<file path="config.mk">
export PLATFORM = sky130hd
export DESIGN_NAME = regfile_sb
export DESIGN_NICKNAME = d
export VERILOG_FILES = /design/src/rtl/regfile_sb.sv
export SDC_FILE = /design/constraint.sdc
export NUM_CORES = 1
export LEC_CHECK = 0
export BUFFER_PORTS_ARGS = -buffer_cell sky130_fd_sc_hd__clkbuf_2
export CAP_MARGIN = 15
export CORE_MARGIN = 5
export CORE_UTILIZATION = 35
export DETAILED_ROUTE_END_ITERATION = 12
export PLACE_DENSITY = 0.49
export REMOVE_ABC_BUFFERS = 1
export SLEW_MARGIN = 15
export SYNTH_ARGS = -nofsm -noshare
export SYNTH_HDL_FRONTEND = slang
export SYNTH_SLANG_ARGS = --single-unit
</file>
<file path="constraint.sdc">
create_clock -name clk -period 4.9 [get_ports clk]
set_input_delay 0.49 -clock clk [delete_from_list [all_inputs] [get_ports clk]]
set_output_delay 0.49 -clock clk [all_outputs]
set_load 0.02 [all_outputs]
</file>
<file path="src/rtl/regfile_sb.sv">
// regfile_sb: parametrised multi-byte register file with two combinational
// read ports, one byte-enabled synchronous write port and a per-register
// busy scoreboard with a registered busy counter.
// Optional feature macro: REGFILE_BYPASS_EN (same-cycle write-to-read
// forwarding on both read ports, data and busy flags).
module regfile_sb #(
  parameter  int DATA_W = 32,
  parameter  int ADDR_W = 3,
  localparam int BE_W   = DATA_W / 8,
  localparam int NREG   = 2 ** ADDR_W
) (
  input  logic              clk,
  input  logic              rst_n,
  input  logic [DATA_W-1:0] in,
  input  logic [ADDR_W-1:0] w,
  input  logic              we,
  input  logic [BE_W-1:0]   be,
  input  logic [ADDR_W-1:0] r1,
  input  logic [ADDR_W-1:0] r2,
  output logic [DATA_W-1:0] out1,
  output logic [DATA_W-1:0] out2,
  input  logic              sb_set,
  input  logic [ADDR_W-1:0] sb_w,
  output logic              busy1,
  output logic              busy2,
  output logic [ADDR_W:0]   busy_cnt
);

  // Byte-wise merge: bytes with an enable take the new data, others keep old.
  function automatic logic [DATA_W-1:0] merge_bytes(
    input logic [DATA_W-1:0] old_v,
    input logic [DATA_W-1:0] new_v,
    input logic [BE_W-1:0]   en
  );
    logic [DATA_W-1:0] res;
    res = old_v;
    for (int k = 0; k < BE_W; k++) begin
      if (en[k]) begin
        res[8*k +: 8] = new_v[8*k +: 8];
      end else begin
        res[8*k +: 8] = old_v[8*k +: 8];
      end
    end
    return res;
  endfunction

  logic [DATA_W-1:0] regs_r [NREG];
  logic [NREG-1:0]   busy_r;
  logic [NREG-1:0]   busy_nxt_s;
  logic [ADDR_W:0]   cnt_r;
  logic [ADDR_W:0]   cnt_nxt_s;
  logic              set_new_s;
  logic              clr_s;
  logic [DATA_W-1:0] out1_s;
  logic [DATA_W-1:0] out2_s;
  logic              busy1_s;
  logic              busy2_s;

  // Register storage: byte-enabled write of the addressed entry.
  always_ff @(posedge clk or negedge rst_n) begin
    if (!rst_n) begin
      for (int i = 0; i < NREG; i++) begin
        regs_r[i] <= {DATA_W{1'b0}};
      end
    end else if (we) begin
      regs_r[w] <= merge_bytes(regs_r[w], in, be);
    end
  end

  // Next busy vector: writeback clears, issue sets, and set wins on a tie.
  always_comb begin
    busy_nxt_s = busy_r;
    if (we) begin
      busy_nxt_s[w] = 1'b0;
    end else begin
      busy_nxt_s = busy_nxt_s;
    end
    if (sb_set) begin
      busy_nxt_s[sb_w] = 1'b1;
    end else begin
      busy_nxt_s = busy_nxt_s;
    end
  end

  // Counter delta: only real 0->1 and 1->0 transitions move the count,
  // so re-setting a busy register or clearing an idle one never drifts it.
  always_comb begin
    set_new_s = sb_set & ~busy_r[sb_w];
    clr_s     = we & busy_r[w] & ~(sb_set & (sb_w == w));
    case ({set_new_s, clr_s})
      2'b10:   cnt_nxt_s = cnt_r + {{ADDR_W{1'b0}}, 1'b1};
      2'b01:   cnt_nxt_s = cnt_r - {{ADDR_W{1'b0}}, 1'b1};
      default: cnt_nxt_s = cnt_r;
    endcase
  end

  // Scoreboard state and its population count.
  always_ff @(posedge clk or negedge rst_n) begin
    if (!rst_n) begin
      busy_r <= {NREG{1'b0}};
      cnt_r  <= {(ADDR_W+1){1'b0}};
    end else begin
      busy_r <= busy_nxt_s;
      cnt_r  <= cnt_nxt_s;
    end
  end

  // Read ports: stored state, optionally overlaid with the in-flight write.
  always_comb begin
    out1_s  = regs_r[r1];
    out2_s  = regs_r[r2];
    busy1_s = busy_r[r1];
    busy2_s = busy_r[r2];
`ifdef REGFILE_BYPASS_EN
    if (we && (w == r1)) begin
      out1_s  = merge_bytes(regs_r[r1], in, be);
      busy1_s = 1'b0;
    end else begin
      out1_s  = out1_s;
    end
    if (we && (w == r2)) begin
      out2_s  = merge_bytes(regs_r[r2], in, be);
      busy2_s = 1'b0;
    end else begin
      out2_s  = out2_s;
    end
`endif
  end

  assign out1     = out1_s;
  assign out2     = out2_s;
  assign busy1    = busy1_s;
  assign busy2    = busy2_s;
  assign busy_cnt = cnt_r;

endmodule
</file>
==> reports/metrics.yaml <==
status: "finished, final reports clean"
end_kind: "output pin"
antenna_found_initial: 0
routabilityCongestion: 0.731
syn_area_sq_mm: 0.0164
drive_gt1_share_pct: 35.0
post_synth_num_cell_types: 34
num_antenna_cells: 0
layout_common_cells: "nand2_1 (268), dfrtp_1 (268), o21ai_0 (263)"
timing.final.crit_share_pct: 60.2
ir_drop_uv: 235
final_cells: 1987
crit_arrival_ns: 2.46
start_kind: "input port"
seq_area_frac_synth_pct: 40.8
dpl.hpwl_mm: 29.2
hp-class: "input port to asynchronous set/reset pin"
ctsHoldBuffers: 0
critPathMaxStageDelay_ns: 0.55
relSlewSlack_pct: 22.7
worstMarginPinSlew_ns: 1.16
coreArea_sq_mm: 0.0465
r2r-start: "busy_r[6]"
die_area_sq_mm: 0.0514
start_util_pct: 35.4
cpMaxStageDelayCell: "mux4_2"
power_mw: 8.37
final_antenna_net_count: 0
drc_errors: 0
finalSetupViolCount: 0
grt_use_total_pct: 18.8
area_growth_syn_to_layout_pct: 13.7
yosysWarningCount: 0
cap_violations: 0
fmax_ghz: 0.339
rsz0062_at_grt: "false"
ctsResizeCount: 0
wl_met1_mm: 21.6
clkTransAtPathRegs_ns: 0.06
min_period_ns: 2.95
power_density_mw_per_mm2: 448
nets: 1412
fin_skew_ns: 0.0237
dr_total_vias: 11100
die_w_um: 227
cp-startpoint: "r2[0]"
die_h_um: 227
drt_iter0_drc: 581
wirelength_mm: 47.5
grt_pass1_vias: 11600
placed_cells: 1927
fin_tns_setup_ns: 0
top_layer: "met4"
syn_inst: 1291
cts_tree: "built"
ctsLongestPathBuffers: 3
grt_max_degree: 120
cpMostUsedCell: "buf_4"
dr.pass1.iters: 7
critical_path_class: "input port to output pin"
ios: 122
num_rows: 79
routed-wl-met2_mm: 22.8
port_buffers: 121
root_buffer: "clkbuf_16"
cts_inserted_buffers: 34
grt_pass1_wl_mm: 73.5
ys_seq_elements: 268
grt_overflow: 0
finalMaxSlewViolations: 0
htree_levels: 2
wl_per_cell_um: 23.9
p_leak_nw: 8.06
cts.sinks: 268
wl_met3_mm: 2.34
post_cts_buffers: 0
required_ns: 4.41
hold_viol: 0
worst-path-max-fanout: 25
viasPerCell: 5.59
insertion_delay_ns: 0.54
cp_cell_sequence: "buf_4 -> buf_4 -> mux4_2 -> mux2_2 -> clkbuf_2"
syn_avg_cell_area_sq_um: 12.7
-- cells by family (layout without fill, tap and decap cells) --
kind of cell	Yosys count	after routing	share of synthesized area [%]
AOI/OAI and AO/OA	270	270	8.36
muxes	333	333	40.0
buffers and inverters	122	211	3.42
and+or+nand+nor	289	289	6.81
xor gates and xnor gates	5	5	0.266
adders and majority gates	4	4	0.350
DFF	268	268	40.8
-- report_power, final --
| group | internal [mW] | leakage, nW | switching, mW |
|---|---|---|---|
| clock | 1.57 | 0.568 | 0.980 |
| sequential | 2.77 | 3.43 | 0.531 |
| combinational | 1.32 | 4.06 | 1.21 |
| total | 5.66 | 8.06 | 2.72 |
-- routing by layer --
metal	global-route usage, %	vias up
li1	-	5045
met1	26.7	5744
met5	0	-
met4	4.13	0
met2	30.9	263
met3	2.78	56
-- sequential cells by signal, indices dropped and copies added, names as in the netlist --
name and count:
regs_r 256, busy_r 8, busy_cnt 4
-- worst max-delay path: cells and delay by family --
family / cells / cell delay, ns
muxes: 2 / 0.86
buffers and inverters: 3 / 1.08
-- through the flow --
stage | hold WS [ns] | setup slack (ns) | utilization, % | instance area, sq um
after global placement | 0.493 | 1.39 | 37.7 | 17500
after global routing | 0.0932 | 1.74 | 40.2 | 18700
after detailed placement | 0.505 | 1.44 | 37.7 | 17500
after CTS | 0.0466 | 1.88 | 40.2 | 18700
after floorplan | 0.194 | 2.19 | - | 15900
final | 0.00577 | 1.95 | 40.2 | 18700
-- area by class of cell --
type | count | area (sq um)
Clock inverter | 6 | 61.3
Clock buffer | 54 | 1090
Sequential cell | 268 | 6710
Inverter | 4 | 15.0
Tap cell | 607 | 759
Fill cell | 4468 | 27800
Multi-Input combinational cell | 901 | 9190
Timing Repair Buffer | 147 | 863
-- Yosys cell counts, drive strengths merged --
cell type,instances,area (sq um)
nand3b,1,7.51
nand4,2,12.5
mux2,98,1100
a311o,1,10.0
mux2i,35,751
nand3,4,20.0
mux4,200,4710
nor4,1,6.26
nor2,4,15.0
ha,3,37.5
a2111oi,1,8.76
dfrtp,268,6710
buf,38,246
o21ai,263,1320
a21o,1,7.51
and2b,1,7.51
xnor2,4,35.0
clkbuf,80,300
xor2,1,8.76
a21oi,1,5.00
fa,1,20.0
nor2b,2,12.5
a31oi,1,6.26
nand2,271,1020
inv,4,15.0
nand2b,2,12.5
nor4b,1,8.76
a32o,2,20.0
-- path summary, 6_finish.rpt --
path                                     to  slack (ns)  cells past startpoint
worst max-delay path               out2[26]        1.95                      5
worst max register to register  busy_cnt[3]        2.02                      9
worst min-delay path            regs_r[127]       0.006                      1
worst min register to register   regs_r[69]        0.51                      2
min in group clk                 regs_r[78]        0.33                      3
max in group asynchronous       regs_r[183]        3.72                      2
Note: power is estimated with default switching activity, not from simulation.
